File: config.mk
export PLATFORM = sky130hd
export DESIGN_NAME = coeff_update_scheduler
export DESIGN_NICKNAME = d
export VERILOG_FILES = /design/src/rtl/coeff_update_scheduler.sv
export SDC_FILE = /design/constraint.sdc
export NUM_CORES = 1
export LEC_CHECK = 0
export CORE_MARGIN = 2
export CORE_UTILIZATION = 25
export CTS_BUF_LIST = sky130_fd_sc_hd__clkbuf_8 sky130_fd_sc_hd__clkbuf_16
export CTS_CLUSTER_SIZE = 14
export DETAILED_ROUTE_END_ITERATION = 16
export GPL_TIMING_DRIVEN = 0
export PLACE_DENSITY = 0.44
export SYNTH_ARGS = -nofsm -noshare
export SYNTH_HDL_FRONTEND = slang
export SYNTH_SLANG_ARGS = --single-unit
File: constraint.sdc
create_clock -name sys_clk -period 3.8 [get_ports sys_clk]
set_input_delay 0.76 -clock sys_clk [delete_from_list [all_inputs] [get_ports sys_clk]]
set_output_delay 0.76 -clock sys_clk [all_outputs]
set_load 0.005 [all_outputs]
File: src/rtl/coeff_update_scheduler.sv
// Coefficient update scheduler: queues CPU tap writes, drains them while the
// filter is idle, expands broadcast writes into x/y/z beats, and switches the
// active banks only at sample boundaries when nothing is outstanding.
//
// state | meaning
// ------+-------------------------------------------------------------
// IDLE  | no broadcast in flight; pops single writes straight to output
// BC_X  | broadcast beat for axis x is on the write port
// BC_Y  | broadcast beat for axis y is on the write port (or waiting)
// BC_Z  | broadcast beat for axis z is on the write port
module coeff_update_scheduler #(
    parameter int DEPTH = 8,
    parameter int CW    = 16
) (
    input  logic                       sys_clk,
    input  logic                       reset_n,
    input  logic                       update_en,
    input  logic [1:0]                 update_axis,
    input  logic [1:0]                 update_bank,
    input  logic [3:0]                 update_index,
    input  logic [CW-1:0]              update_value,
    input  logic [1:0]                 bank_req_x,
    input  logic [1:0]                 bank_req_y,
    input  logic [1:0]                 bank_req_z,
    input  logic                       filter_busy,
    input  logic                       sample_strobe,
    input  logic                       err_clr,
    output logic                       coef_we,
    output logic [1:0]                 coef_axis,
    output logic [1:0]                 coef_bank,
    output logic [3:0]                 coef_index,
    output logic [CW-1:0]              coef_wdata,
    output logic [1:0]                 x_bank,
    output logic [1:0]                 y_bank,
    output logic [1:0]                 z_bank,
    output logic [$clog2(DEPTH):0]     fifo_count,
    output logic                       fifo_full,
    output logic                       overflow,
    output logic                       busy
);

    localparam int AW = $clog2(DEPTH);
    localparam logic [AW:0] DEPTH_CNT = (AW+1)'(DEPTH);

    typedef struct packed {
        logic [1:0]    axis;
        logic [1:0]    bank;
        logic [3:0]    index;
        logic [CW-1:0] value;
    } entry_t;

    typedef enum logic [1:0] {S_IDLE, S_BC_X, S_BC_Y, S_BC_Z} state_t;

    state_t          state_q, state_d;
    logic            en_q, en_d;
    entry_t          mem_q [DEPTH];
    entry_t          mem_d [DEPTH];
    logic [AW-1:0]   wr_ptr_q, wr_ptr_d, rd_ptr_q, rd_ptr_d;
    logic [AW:0]     count_q, count_d;
    logic            overflow_q, overflow_d;
    logic            coef_we_q, coef_we_d;
    logic [1:0]      coef_axis_q, coef_axis_d;
    logic [1:0]      coef_bank_q, coef_bank_d;
    logic [3:0]      coef_index_q, coef_index_d;
    logic [CW-1:0]   coef_wdata_q, coef_wdata_d;
    logic [1:0]      x_bank_q, x_bank_d, y_bank_q, y_bank_d, z_bank_q, z_bank_d;

    logic            push_req, push_ok, pop, busy_w;
    entry_t          head;

    // Handshake decode shared by the FIFO, FSM and bank logic.
    always_comb begin
        push_req = update_en & ~en_q;
        push_ok  = push_req && (count_q < DEPTH_CNT);
        pop      = (state_q == S_IDLE) && (count_q != '0) && !filter_busy;
        head     = mem_q[rd_ptr_q];
        busy_w   = (count_q != '0) || (state_q != S_IDLE);
    end

    // Write FIFO bookkeeping; a pop in the same cycle never frees room for a push.
    always_comb begin
        en_d       = update_en;
        mem_d      = mem_q;
        wr_ptr_d   = wr_ptr_q;
        rd_ptr_d   = rd_ptr_q;
        count_d    = count_q;
        overflow_d = overflow_q;
        if (push_ok) begin
            mem_d[wr_ptr_q] = '{axis: update_axis, bank: update_bank,
                                index: update_index, value: update_value};
            wr_ptr_d = wr_ptr_q + AW'(1);
        end
        if (pop) begin
            rd_ptr_d = rd_ptr_q + AW'(1);
        end
        case ({push_ok, pop})
            2'b10:   count_d = count_q + (AW+1)'(1);
            2'b01:   count_d = count_q - (AW+1)'(1);
            default: count_d = count_q;
        endcase
        if (err_clr) begin
            overflow_d = 1'b0;
        end else if (push_req && !push_ok) begin
            overflow_d = 1'b1;
        end
    end

    // Write-port FSM; the coefficient fields double as the broadcast holding register.
    always_comb begin
        state_d      = state_q;
        coef_we_d    = 1'b0;
        coef_axis_d  = coef_axis_q;
        coef_bank_d  = coef_bank_q;
        coef_index_d = coef_index_q;
        coef_wdata_d = coef_wdata_q;
        case (state_q)
            S_IDLE: begin
                if (pop) begin
                    coef_we_d    = 1'b1;
                    coef_bank_d  = head.bank;
                    coef_index_d = head.index;
                    coef_wdata_d = head.value;
                    if (head.axis == 2'd3) begin
                        coef_axis_d = 2'd0;
                        state_d     = S_BC_X;
                    end else begin
                        coef_axis_d = head.axis;
                    end
                end
            end
            S_BC_X: begin
                if (!filter_busy) begin
                    coef_we_d   = 1'b1;
                    coef_axis_d = 2'd1;
                    state_d     = S_BC_Y;
                end
            end
            S_BC_Y: begin
                if (!filter_busy) begin
                    coef_we_d   = 1'b1;
                    coef_axis_d = 2'd2;
                    state_d     = S_BC_Z;
                end
            end
            default: begin
                state_d = S_IDLE;
            end
        endcase
    end

    // Bank switch only at a sample boundary with nothing queued or in flight.
    always_comb begin
        x_bank_d = x_bank_q;
        y_bank_d = y_bank_q;
        z_bank_d = z_bank_q;
        if (sample_strobe && !busy_w) begin
            x_bank_d = bank_req_x;
            y_bank_d = bank_req_y;
            z_bank_d = bank_req_z;
        end
    end

    // State registers; reset discards queued entries and any broadcast beats.
    always_ff @(posedge sys_clk or negedge reset_n) begin
        if (!reset_n) begin
            state_q      <= S_IDLE;
            en_q         <= 1'b0;
            for (int i = 0; i < DEPTH; i++) mem_q[i] <= '0;
            wr_ptr_q     <= '0;
            rd_ptr_q     <= '0;
            count_q      <= '0;
            overflow_q   <= 1'b0;
            coef_we_q    <= 1'b0;
            coef_axis_q  <= '0;
            coef_bank_q  <= '0;
            coef_index_q <= '0;
            coef_wdata_q <= '0;
            x_bank_q     <= '0;
            y_bank_q     <= '0;
            z_bank_q     <= '0;
        end else begin
            state_q      <= state_d;
            en_q         <= en_d;
            mem_q        <= mem_d;
            wr_ptr_q     <= wr_ptr_d;
            rd_ptr_q     <= rd_ptr_d;
            count_q      <= count_d;
            overflow_q   <= overflow_d;
            coef_we_q    <= coef_we_d;
            coef_axis_q  <= coef_axis_d;
            coef_bank_q  <= coef_bank_d;
            coef_index_q <= coef_index_d;
            coef_wdata_q <= coef_wdata_d;
            x_bank_q     <= x_bank_d;
            y_bank_q     <= y_bank_d;
            z_bank_q     <= z_bank_d;
        end
    end

    assign coef_we    = coef_we_q;
    assign coef_axis  = coef_axis_q;
    assign coef_bank  = coef_bank_q;
    assign coef_index = coef_index_q;
    assign coef_wdata = coef_wdata_q;
    assign x_bank     = x_bank_q;
    assign y_bank     = y_bank_q;
    assign z_bank     = z_bank_q;
    assign fifo_count = count_q;
    assign fifo_full  = (count_q == DEPTH_CNT);
    assign overflow   = overflow_q;
    assign busy       = busy_w;

endmodule
=== After elaboration in Yosys (flattened, before gate mapping) ===
Index checks and enable logic that the tools add are counted.

* Add/subtract/negate cells: 4
* Order comparisons: 4
* Eq/ne operators: 10
* Multiplexer cells: 21
* Bitwise logic cells: 4
* Reduce and logical (&&, ||, !) cells: 20

{| class="wikitable"
|+ Operator list
! cell !! number
|-
| $bwmux 192 || 1
|-
| $bmux 24 s3 || 1
|-
| $demux 24 s3 || 1
|-
| $mux 24 || 3
|-
| $mux 2 || 7
|-
| $pmux 2 s3 || 2
|-
| $ge 4x4->1 const B || 2
|-
| $not 3->4 || 2
|-
| $pmux 4 s2 || 1
|-
| $reduce_and 4->1 || 2
|-
| $add 3x1->3 const B || 2
|-
| $eq 2x2->1 const B || 3
|-
| $logic_and 1x1->1 || 6
|-
| $ne 2x2->1 const B || 3
|-
| $reduce_bool 2->1 || 3
|-
| $add 4x1->4 const B || 1
|-
| $eq 2x1->1 const B || 2
|-
| $eq 4x4->1 const B || 1
|-
| $lt 4x1->1 const B || 1
|-
| $lt 4x4->1 const B || 1
|-
| $mux 1 || 4
|-
| $reduce_bool 4->1 || 1
|-
| $sub 4x1->4 const B || 1
|-
| $logic_not 1->1 || 3
|-
| other kinds (9) || 9
|}

* Register bits: 237

=== Logic depth before layout (Yosys ltp) ===
Gate-level depths: netlist of run 1.

* Depth after elaboration: 8
* Mapped depth: 15
* Mapped depth without buffers: 11

=== Worst setup path after synthesis of run 1 ===
No wires, ideal clock.

* Kind: reg2reg
* Start point: register state_q[0]
* End point: register count_q[2], in the netlist fifo_count[2]
* Data arrival time: 2866 ps
* Data required time: 3672 ps
* Slack: 806 ps
* Stages on the path, launching flop included: 16
* Path buffers: 4
* Period minus slack after synthesis: 2994 ps
* Path through: dfrtp_1 > inv_1 > ha_1 > clkbuf_1 > inv_1 > nor3_1 > buf_2 > buf_1 > ha_1 > clkbuf_1 > xor2_1 > ha_1 > a21oi_1 > xor2_1 > nor2_1 > xor2_1

* Longest elaborated chain between the ends: 5
* Elaborated cells on any way between the ends: 7

{| class="wikitable"
|+ Ends and longest elaborated chain
! element !! line !! text
|-
| start: declaration || 54 || <nowiki>state_t state_q, state_d;</nowiki>
|-
| start signal: assignment || 182 || <nowiki>state_q <= state_d;</nowiki>
|-
| $logic_not 2->1 * || 75 || <nowiki>pop = (state_q == S_IDLE) && (count_q != '0) && !filter_busy;</nowiki>
|-
| $logic_and 1x1->1 * (2 in a row) || 75 ||
|-
| via pop || 68 || <nowiki>logic push_req, push_ok, pop, busy_w;</nowiki>
|-
| $eq 2x1->1 / $eq 2x2->1 (equally long branches) || 96 || <nowiki>case ({push_ok, pop})</nowiki>
|-
| $pmux 4 s2 / $reduce_bool 2->1 (equally long branches) || -- ||
|-
| end signal: assignment || 187 || <nowiki>count_q <= count_d;</nowiki>
|-
| end: declaration || 59 || <nowiki>logic [AW:0] count_q, count_d;</nowiki>
|}

Mark *: on every way through the listed nets, which the timed path passes. The rest lies on a longest branch.
A chain may end at the register's enable or synchronous reset.

=== Worst setup path in the final report of run 1 ===
* Start point: register state_q[0]
* End point: register count_q[2], in the netlist fifo_count[2]

* Longest elaborated chain between the ends: 5
* Elaborated cells on any way between the ends: 7

{| class="wikitable"
|+ Ends and longest elaborated chain
! element !! line
|-
| $logic_not 2->1 * || 75
|-
| $logic_and 1x1->1 * (2 in a row) || 75
|-
| $eq 2x1->1 / $eq 2x2->1 (equally long branches) || 96
|-
| $pmux 4 s2 / $reduce_bool 2->1 (equally long branches) || --
|}

Every way passes the cells marked *; elsewhere a longest branch is shown, timed or not.

==> run metrics, run 1 <==
result of the run completed; number of I/O pins 74; standard cell with the maximum stage delay on the critical path sky130_fd_sc_hd__buf_2; arrival time reported for the critical path endpoint approximately 3.8 ns; highest-count cells in the layout ignoring fill and taps sky130_fd_sc_hd__dfrtp_1 (237), sky130_fd_sc_hd__mux2_2 (202), sky130_fd_sc_hd__clkdlybuf4s50_1 (72), sky130_fd_sc_hd__mux4_2 (46), sky130_fd_sc_hd__clkbuf_16 (29); first-pass GRT wire length 40,200 um; Hold Crit Class primary input to async pin; DRT Wirelength roughly 26,000 um; count of antenna diodes in the layout 0; PortBufs 73; Max-cap violations 0; maximum achievable frequency roughly 300 MHz; Max-Slew Margin vs Limit 0.290; delay contributed by the slowest stage of the critical path roughly 0.56 ns; Fin Hold WS between 0.08 and 0.09 ns; overall die area 43,700 um^2; flop and latch count out of synthesis roughly 240; number of optimization iterations in the first detailed-route pass 5; number of buffers inserted by post-CTS setup repair 0; worst-margin pin slew 1.06 ns; GR Util All Layers 0.121; largest net degree at the start of global routing 104; number of distinct library cells after synthesis 37; leakage power roughly 0.0057 uW; final worst clock skew approximately 0.010 ns; Clk pin slew, worst setup/hold paths ~0.06 ns; cells after synthesis between 600 and 700; Syn. warnings 0; number of nets produced by synthesis approximately 720; final critical delay including setup and external delays 3.40 ns; clock tree from TritonCTS done; core region area 41,700 um^2; number of antenna violations at the first check in global routing 1; Worst IR Drop VDD around 0.00027 V; Area Overhead vs Synth 23.3%; endpoint class of the critical path flip-flop; Final Wtd Congestion roughly 0.7; vias after detailed routing a little under 6,000; CTS root buffer sky130_fd_sc_hd__clkbuf_16; vertical die dimension 209 um; maximum count of clock buffers along a single path 3; dpl hpwl roughly 16,000 um; final cell count without fillers approximately 1,300; worst endpoint required time ~4.2 ns; cell family with the largest share of critical-path delay buffers and inverters; standard-cell rows 75; average cell area after synthesis 15.5 um^2; synthesized cell area 10,500 um^2; Period Utilization, post-route 0.895; number of global-route vias before repair approximately 6,400; count of unresolved DRC violations after routing 0; Worst-Skew Late Latency roughly 0.55 ns; Die X-Extent around 210 um; Design Area, Final 12,900 um^2; Final setup viols 0; number of sinks on the clock net ~240; TritonCTS Buffers 29; highest net fanout along the worst path 20; placed cell areas 12,000 um^2; PwrDens 848 nW/um^2; portion of the post-synthesis area used by sequential elements 0.565; max-slew violation count 0; initial core utilization 0.252; Net count, final about 830; post-route antenna net violation count 0; layout cell share with drive strength beyond 1 0.413; violation count after the first detailed-routing iteration ~270; Critical Path, Cell by Cell inv_1 > ha_1 > clkbuf_1 > inv_1 > nor3_1 > buf_2 > ha_1 > clkbuf_1 > xor2_1 > ha_1 > a21oi_1 > xor2_1 > nor2_1 > xor2_1; setup repair after global routing missed its margin false; H-tree Lvls 1; post-CTS sizing 0; Crit path buffers/inverters 5; most common library cell in the layout ignoring fill and taps sky130_fd_sc_hd__dfrtp_1; classification of the worst setup path flip-flop to flip-flop; routed vias/inst roughly 4.4; final routed wire length divided by cell count 19.3 um; number of placed instances, taps included around 1,300; grt total ovfl 0; kind of start point of the critical path flip-flop; final hold violation count 0; Hold Buf Count CTS 0
## through the flow
stage                      util  total power (uW)  TNS [ns]  setup slack (ns)
after floorplan               -              6920         0             0.806
after global placement    0.286              8270  -2166.60             -9.18
after detailed placement  0.287              8330    -0.756            -0.371
after CTS                 0.311             11200         0             0.330
after global routing      0.311             11700         0            0.0557
final                     0.311             11000         0             0.398
## power by group
group,total [uW],internal [uW],switching [uW],leakage (uW)
Clock,2800,1720,1070,0.000500
Combinational,3910,2300,1610,0.00221
Sequential,4280,3670,603,0.00301
Total,11000,7690,3290,0.00572
## worst reg2reg max path, stage by stage, from the launching register on
cell,delay [ns]
sky130_fd_sc_hd__dfrtp_1,0.43
sky130_fd_sc_hd__inv_1,0.10
sky130_fd_sc_hd__ha_1,0.14
sky130_fd_sc_hd__clkbuf_1,0.28
sky130_fd_sc_hd__inv_1,0.15
sky130_fd_sc_hd__nor3_1,0.33
sky130_fd_sc_hd__buf_2,0.56
sky130_fd_sc_hd__ha_1,0.25
sky130_fd_sc_hd__clkbuf_1,0.25
sky130_fd_sc_hd__xor2_1,0.11
sky130_fd_sc_hd__ha_1,0.19
sky130_fd_sc_hd__a21oi_1,0.14
sky130_fd_sc_hd__xor2_1,0.16
sky130_fd_sc_hd__nor2_1,0.07
sky130_fd_sc_hd__xor2_1,0.14
## logic make-up after synthesis
| kind of cell | share of synthesized area |
|---|---|
| XOR/XNOR | 0.00834 |
| AO/OA/AOI/OAI | 0.0208 |
| multiplexers | 0.345 |
| flip-flops | 0.565 |
| AND/OR/NAND/NOR | 0.0267 |
| adder cells (fa/ha/maj) | 0.0107 |
| buffers and inverters | 0.0235 |
## state kept, by name, summed over array words and instances, names as in the netlist
name        count
wr_ptr_q        3
coef_bank       2
rd_ptr_q        3
coef_index      4
state_q         2
fifo_count      4
mem_q         192
coef_axis       2
en_q            1
coef_we         1
y_bank          2
z_bank          2
x_bank          2
coef_wdata     16
overflow        1
## path summary, 6_finish.rpt
path | startpoint | to | slack [ns] | depth (start not counted)
max in group asynchronous | reset_n | mem_q[74]$_DFFE_PN0P_ | 2.42 | 3
setup reg to reg | state_q[0]$_DFFE_PN0P_ | fifo_count[2]$_DFFE_PN0P_ | 0.40 | 14
min in group sys_clk | mem_q[18]$_DFFE_PN0P_ | mem_q[18]$_DFFE_PN0P_ | 0.49 | 1
setup / recovery | state_q[0]$_DFFE_PN0P_ | fifo_count[2]$_DFFE_PN0P_ | 0.40 | 14
hold / removal | reset_n | mem_q[137]$_DFFE_PN0P_ | 0.08 | 1
hold reg to reg | mem_q[18]$_DFFE_PN0P_ | mem_q[18]$_DFFE_PN0P_ | 0.49 | 1
## Yosys cell counts, drive strengths merged
cell type / count / area share
mux2: 204 / 0.22
clkbuf: 5 / 0.0018
nand2: 15 / 0.0054
buf: 35 / 0.020
nor2: 28 / 0.010
mux2i: 24 / 0.023
dfrtp: 237 / 0.56
nor3b: 1 / 0.0012
xor2: 6 / 0.0050
a21boi: 1 / 0.00072
o21ai: 2 / 0.00095
or4: 2 / 0.0014
nor3: 3 / 0.0014
nand3: 3 / 0.0014
ha: 9 / 0.011
mux4: 48 / 0.10
a22oi: 1 / 0.00072
inv: 6 / 0.0021
and2: 2 / 0.0012
nor4: 1 / 0.00060
nor2b: 3 / 0.0018
and3b: 1 / 0.00083
xnor2: 4 / 0.0033
o31ai: 3 / 0.0026
o211ai: 4 / 0.0029
and3: 2 / 0.0012
a21oi: 26 / 0.012
a31oi: 1 / 0.00060
## metal layers
| layer | vias up | wire length, um | track usage |
|---|---|---|---|
| li1 | 2705 | - | - |
| met1 | 3122 | 12000 | 0.163 |
| met2 | 90 | 12300 | 0.201 |
| met3 | 34 | 1130 | 0.0242 |
| met4 | 2 | 414 | 0.0315 |
| met5 | - | 10 | 0 |
## layout make-up
type                            instances  area [um^2]
Timing Repair Buffer                   75          791
Clock buffer                           36          822
Clock inverter                         15          159
Tap cell                              539          674
Inverter                                6         22.5
Sequential cell                       237         5930
Multi-Input combinational cell        394         4330
Fill cell                            4218        28700
Buffer                                 39          220
No activity file was read; power rests on OpenSTA's default activity.
==> inputs of run 2 (changes only) <==
- CAP_MARGIN: unset -> 5
- CTS_CLUSTER_DIAMETER: unset -> 60
==> run 2 against run 1 <==
Net effect:
- fmax shrank 0.11%
- die area is the same
- combinational power is essentially flat
- utilization shrank 0.27 points
- sequential share of layout area grew 0.41 points
- first-iteration DRC count grew 3.3%
- wire length is essentially flat
- flip-flop and latch count is the same
==> run metrics, run 2 (synthesis results as in run 1) <==
vertical die dimension 209 um (unchanged); count of unresolved DRC violations after routing 0 (unchanged); max-slew violation count 0 (unchanged); maximum achievable frequency 294 MHz (-0.11%); arrival time reported for the critical path endpoint 3.82 ns (about the same); Net count, final 824 (-0.36%); final hold violation count 0 (unchanged); largest net degree at the start of global routing 104 (unchanged); leakage power 0.00566 uW (-1.1%); depth of the worst register-to-register path 14 (unchanged); Crit path buffers/inverters 5 (unchanged); most common library cell in the layout ignoring fill and taps sky130_fd_sc_hd__dfrtp_1; delay contributed by the slowest stage of the critical path 0.56 ns (about the same); worst endpoint required time 4.22 ns (about the same); Clk pin slew, worst setup/hold paths 0.06 ns (about the same); Area Overhead vs Synth 22.2%; PortBufs 73 (unchanged); proportion of power drawn by combinational gates 0.362 (+0.006); placed cell areas 12,000 um^2 (unchanged); Max-cap violations 0 (unchanged); setup repair after global routing missed its margin false; core region area 41,700 um^2 (unchanged); number of I/O pins 74 (unchanged); count of fill cells added during filler insertion 4,232 (+0.33%); clock tree from TritonCTS done; maximum count of clock buffers along a single path 3 (unchanged); TritonCTS Buffers 26 (-10%); number of sinks on the clock net 237 (unchanged); Design Area, Final 12,800 um^2 (-0.88%); Max-Slew Margin vs Limit 0.306 (+0.0156); Final Wtd Congestion 0.702 (unchanged); layout cell share with drive strength beyond 1 0.410 (-0.00317); cell internal power dissipation 7460 uW (-3.1%); Psw 3310 uW (+0.59%); final worst clock skew 0.00964 ns (-0.000508 ns); number of global-route vias before repair 6,329 (-0.88%); overall power consumption 10,800 uW (-2.0%); highest-count cells in the layout ignoring fill and taps sky130_fd_sc_hd__dfrtp_1 (237), sky130_fd_sc_hd__mux2_2 (202), sky130_fd_sc_hd__clkdlybuf4s50_1 (72), sky130_fd_sc_hd__mux4_2 (46), sky130_fd_sc_hd__nor2_1 (27); share of total power in the clock network 0.241 (-0.014); Fin Hold WS 0.0882 ns (+0.00499 ns); violation count after the first detailed-routing iteration 280 (+3.3%); GR Util All Layers 0.122 (about the same); worst-margin pin slew 1.04 ns (-0.0235 ns); Period Utilization, post-route 0.896 (+0.000942); cell family with the largest share of critical-path delay buffers and inverters; Worst-Skew Late Latency 0.54 ns (about the same); Hold Buf Count CTS 0 (unchanged); PwrDens 839 nW/um^2 (-1.1%); dpl hpwl 16,000 um (unchanged); Die X-Extent 209 um (unchanged); overall die area 43,700 um^2 (unchanged); Critical Path, Cell by Cell inv_1 > ha_1 > clkbuf_1 > inv_1 > nor3_1 > buf_2 > ha_1 > clkbuf_1 > xor2_1 > ha_1 > a21oi_1 > xor2_1 > nor2_1 > xor2_1; routed vias/inst 4.44 (about the same); max reg flops 192 (unchanged); final critical delay including setup and external delays 3.41 ns (+0.00358 ns); total stage count of the critical path 14 (unchanged); count of antenna diodes in the layout 0 (unchanged); Hold Crit Class primary input to async pin; number of buffers inserted by post-CTS setup repair 0 (unchanged); Worst IR Drop VDD 0.000301 V (+13%); final routed wire length divided by cell count 19.4 um (+0.55%); number of antenna violations at the first check in global routing 1 (unchanged); H-tree Lvls 1 (unchanged); initial core utilization 0.252 (unchanged); Seq pwr share 0.397 (+0.008); number of optimization iterations in the first detailed-route pass 4 (-1); endpoint class of the critical path flip-flop; post-CTS sizing 0 (unchanged); Reg with most FFs mem_q; Final setup viols 0 (unchanged); Sw Ratio 0.307 (+0.00779); post-route antenna net violation count 0 (unchanged); DRT Wirelength 25,900 um (about the same); kind of start point of the critical path flip-flop; standard-cell rows 75 (unchanged); first-pass GRT wire length 40,200 um (about the same); classification of the worst setup path flip-flop to flip-flop; result of the run completed; highest net fanout along the worst path 20 (unchanged); standard cell with the maximum stage delay on the critical path sky130_fd_sc_hd__buf_2; utilization after layout 0.308 (-0.00273); CTS root buffer sky130_fd_sc_hd__clkbuf_16; grt total ovfl 0 (unchanged); vias after detailed routing 5,921 (-0.54%)
run 2: cell count changes in the layout (fill, tap and decap cells not counted), sizes merged:
cell	delta
clkinv	+1
clkinvlp	-1
inv	+3
clkbuf	-9
run 2: per-stage QoR:
step,setup WS (ns),TNS (ns),instances
2_1_floorplan,0.806,0,677
3_3_place_gp,-9.18,-2166.60,1289
3_5_place_dp,-0.371,-0.756,1291
4_1_cts,0.330,0,1335
5_1_grt,0.0573,0,1335
6_report,0.395,0,1335
run 2: layout make-up:
type	instances	area, um^2	share of cell area
Clock buffer	27	664	0.0518
Multi-Input combinational cell	394	4330	0.337
Timing Repair Buffer	75	791	0.0616
Buffer	39	220	0.0172
Inverter	6	22.5	0.00176
Tap cell	539	674	0.0526
Clock inverter	18	203	0.0158
Sequential cell	237	5930	0.462
run 2: worst register-to-register path: stages, from the launching register on:
cell and delay (ns):
sky130_fd_sc_hd__dfrtp_1 0.43, sky130_fd_sc_hd__inv_1 0.10, sky130_fd_sc_hd__ha_1 0.14, sky130_fd_sc_hd__clkbuf_1 0.28, sky130_fd_sc_hd__inv_1 0.15, sky130_fd_sc_hd__nor3_1 0.33, sky130_fd_sc_hd__buf_2 0.56, sky130_fd_sc_hd__ha_1 0.25
sky130_fd_sc_hd__clkbuf_1 0.25, sky130_fd_sc_hd__xor2_1 0.11, sky130_fd_sc_hd__ha_1 0.19, sky130_fd_sc_hd__a21oi_1 0.14, sky130_fd_sc_hd__xor2_1 0.16, sky130_fd_sc_hd__nor2_1 0.07, sky130_fd_sc_hd__xor2_1 0.14
run 2: metal layers:
metal	vias up	track usage	part of all wire
met5	-	0	0.00039
met4	2	0.0318	0.018
met3	33	0.0231	0.039
met2	79	0.200	0.47
met1	3103	0.165	0.47
li1	2704	-	-
run 2: final timing paths:
kind | from | to | slack [ns]
max in group asynchronous | reset_n | mem_q[51]$_DFFE_PN0P_ | 2.41
worst max register to register | state_q[0]$_DFFE_PN0P_ | fifo_count[2]$_DFFE_PN0P_ | 0.39
worst min-delay path | reset_n | mem_q[137]$_DFFE_PN0P_ | 0.09
worst max-delay path | state_q[0]$_DFFE_PN0P_ | fifo_count[2]$_DFFE_PN0P_ | 0.39
worst min register to register | mem_q[18]$_DFFE_PN0P_ | mem_q[18]$_DFFE_PN0P_ | 0.49
min in group sys_clk | mem_q[18]$_DFFE_PN0P_ | mem_q[18]$_DFFE_PN0P_ | 0.49
run 2: power by group through the flow:
stage          Combinational, uW  Clock, uW  Sequential (uW)
3_5_place_dp                4000          0             4320
5_1_grt                     4300       2800             4430
2_1_floorplan               2780          0             4150
3_3_place_gp                3940          0             4320
6_report                    3900       2590             4270
4_1_cts                     4010       2700             4280
==> inputs of run 3 (changes only) <==
- CORE_UTILIZATION: 25 -> 35
- PLACE_DENSITY: 0.44 -> 0.55
- clock period: 3.8 -> 3.15 ns (I/O delays scaled with it)
==> run 3 against run 2 <==
Net effect:
- clock-buffer cell count fell by 4
- via count rose by 3.3%
- final area decreased by 3.2%
- non-clock buffer count shrank 2
- sequential share of layout area grew 1.5 points
- die area shrank 28%
- register-to-register slack lost 0.14 ns
- critical endpoint unchanged
==> run metrics, run 3 (synthesis results as in run 1) <==
highest net fanout along the worst path 20 (unchanged); final cell count without fillers 1,172 (-12%); first-pass GRT wire length 38,800 um (-3.4%); max reg flops 192 (unchanged); final hold violation count 0 (unchanged); H-tree Lvls 1 (unchanged); most common cell type on the critical path sky130_fd_sc_hd__xor2_1; maximum achievable frequency 346 MHz (+18%); final critical-path setup slack 0.257 ns (-0.137 ns); Critical Path, Cell by Cell inv_1 > ha_2 > inv_1 > nor3_2 > buf_6 > ha_1 > clkbuf_1 > xor2_1 > ha_1 > a21oi_1 > xor2_1 > nor2_1 > xor2_1; R2R Path Start state_q[0]$_DFFE_PN0P_; count of unresolved DRC violations after routing 0 (unchanged); met2 Use GR 0.271 (+0.0712); Area Overhead vs Synth 18.3%; standard-cell rows 63 (-16%); Max-Slew Margin vs Limit 0.310 (+0.00378); classification of the worst setup path flip-flop to flip-flop; kind of start point of the critical path flip-flop; GR Util All Layers 0.161 (+0.0396); number of sinks on the clock net 237 (unchanged); met1 GRT Util 0.219 (+0.0540); post-route antenna net violation count 0 (unchanged); final worst clock skew 0.0190 ns (+0.00934 ns); count of antenna diodes in the layout 0 (unchanged); number of global-route vias before repair 6,737 (+6.4%); delay contributed by the slowest stage of the critical path 0.43 ns (-0.13 ns); overall power consumption 12,500 uW (+16%); Max-cap violations 0 (unchanged); largest net degree at the start of global routing 133 (+28%); Period Utilization, post-route 0.918 (+0.0222); R2R setup slack 0.26 ns (-0.14 ns); layout cell share with drive strength beyond 1 0.403 (-0.00673); vertical die dimension 177 um (-15%); final critical delay including setup and external delays 2.89 ns (-0.513 ns); worst endpoint required time 3.54 ns (-0.68 ns); PortBufs 73 (unchanged); Worst-Skew Late Latency 0.51 ns (-0.03 ns); footprint of the multi-input gates 4330 um^2 (+0.17%); most common library cell in the layout ignoring fill and taps sky130_fd_sc_hd__dfrtp_1; number of optimization iterations in the first detailed-route pass 4 (unchanged); number of placed instances, taps included 1,141 (-12%); Setup Total Neg Slack 0 ns (unchanged); core region area 29,600 um^2 (-29%); CTS root buffer sky130_fd_sc_hd__clkbuf_16; Hold Crit Class primary input to async pin; Design Area, Final 12,400 um^2 (-3.2%); Die X-Extent 177 um (-15%); placed cell areas 11,800 um^2 (-1.8%); count of fill cells added during filler insertion 2,656 (-37%); grt peak-use layer met2; final routed wire length divided by cell count 21.1 um (+8.4%); maximum count of clock buffers along a single path 3 (unchanged); setup repair after global routing missed its margin false; arrival time reported for the critical path endpoint 3.28 ns (-0.54 ns); TritonCTS Buffers 23 (-12%); result of the run completed; Sequential Area 5930 um^2 (unchanged); Final Wtd Congestion 0.739 (+5.4%); Clk pin slew, worst setup/hold paths 0.06 ns (about the same); max-slew violation count 0 (unchanged); vias after detailed routing 6,114 (+3.3%); Net count, final 819 (-0.61%); global routing met3 resource utilization 0.0213 (-0.00188); endpoint class of the critical path flip-flop; PwrDens 1010 nW/um^2 (+20%); Place WS -0.874 ns (-0.503 ns); number of buffers inserted by post-CTS setup repair 0 (unchanged); worst-margin pin slew 1.04 ns (-0.00567 ns); clock tree from TritonCTS done; number of antenna violations at the first check in global routing 0 (-1); Final setup viols 0 (unchanged); highest-count cells in the layout ignoring fill and taps sky130_fd_sc_hd__dfrtp_1 (237), sky130_fd_sc_hd__mux2_2 (202), sky130_fd_sc_hd__clkdlybuf4s50_1 (72), sky130_fd_sc_hd__mux4_2 (46), sky130_fd_sc_hd__nor2_1 (27); grt total ovfl 0 (unchanged); number of I/O pins 74 (unchanged); DRT Wirelength 24,700 um (-4.8%); standard cell with the maximum stage delay on the critical path sky130_fd_sc_hd__dfrtp_1; violation count after the first detailed-routing iteration 302 (+7.9%); initial core utilization 0.355 (+0.103); depth of the worst register-to-register path 13 (-1); worst reg2reg path endpoint fifo_count[2]$_DFFE_PN0P_; Worst IR Drop VDD 0.000437 V (+45%); leakage power 0.00553 uW (-2.3%); Reg with most FFs mem_q; dpl hpwl 16,100 um (+0.33%); routed vias/inst 5.22 (+18%); overall die area 31,400 um^2 (-28%)
run 3: cell count changes in the layout (fill, tap and decap cells not counted), moves of 2 or more:
cell                         change
sky130_fd_sc_hd__bufinv_16       -2
sky130_fd_sc_hd__clkbuf_16       -3
sky130_fd_sc_hd__clkinv_2        -4
sky130_fd_sc_hd__clkinvlp_4      +4
sky130_fd_sc_hd__inv_6           -4
run 3: per-stage QoR:
step | hold slack, ns | utilization
floorplan | 0.334 | -
global placement | 0.463 | 0.397
detailed placement | 0.483 | 0.398
CTS | 0.197 | 0.420
global route | 0.226 | 0.420
finish | 0.165 | 0.420
run 3: final cells by class:
type | count | share of cell area
clock buffers | 23 | 0.0463
well taps | 390 | 0.0393
multi-input cells | 394 | 0.349
repair buffers | 74 | 0.0614
clock inverters | 10 | 0.00725
flip-flops and latches | 237 | 0.477
inverters | 6 | 0.00181
plain buffers | 38 | 0.0179
run 3: power breakdown:
| part | total (uW) | switching (uW) | internal, uW | leakage (uW) |
|---|---|---|---|---|
| clock network | 2560 | 1150 | 1400 | 0.000321 |
| logic | 4750 | 1970 | 2780 | 0.00220 |
| registers | 5190 | 765 | 4430 | 0.00301 |
| total | 12500 | 3890 | 8620 | 0.00553 |
run 3: worst max path at each step:
stage	end	slack, ns	startpoint	cells past startpoint
global route	fifo_count[2]$_DFFE_PN0P_	0.007	state_q[1]$_DFFE_PN0P_	13
detailed placement	fifo_count[2]$_DFFE_PN0P_	-0.87	filter_busy	12
finish	fifo_count[2]$_DFFE_PN0P_	0.26	state_q[0]$_DFFE_PN0P_	13
floorplan	fifo_count[2]$_DFFE_PN0P_	0.16	state_q[0]$_DFFE_PN0P_	15
global placement	mem_q[109]$_DFFE_PN0P_	-7.94	reset_n	1
CTS	fifo_count[2]$_DFFE_PN0P_	0.07	state_q[0]$_DFFE_PN0P_	14
run 3: repair_timing:
| action | 4_1_cts | 5_1_grt |
|---|---|---|
| endpoints found under the setup margin | 4 | 2 |
| hold buffers | 0 | 0 |
| endpoints found under the hold margin | 0 | 0 |
| resized for setup | 3 | 1 |
run 3: routing by layer:
metal | wire, um | up-vias
met2 | 12100 | 117
met5 | 0 | -
met1 | 11100 | 3280
met3 | 925 | 38
li1 | - | 2679
met4 | 558 | 0
run 3: worst max-delay path: cells and delay by family, from the launching register on:
family | cells | cell delay [ns]
DFF | 1 | 0.43
AOI/OAI and AO/OA | 1 | 0.14
and+or+nand+nor | 2 | 0.36
buffers and inverters | 4 | 0.77
xor gates and xnor gates | 3 | 0.42
adders and majority gates | 3 | 0.65
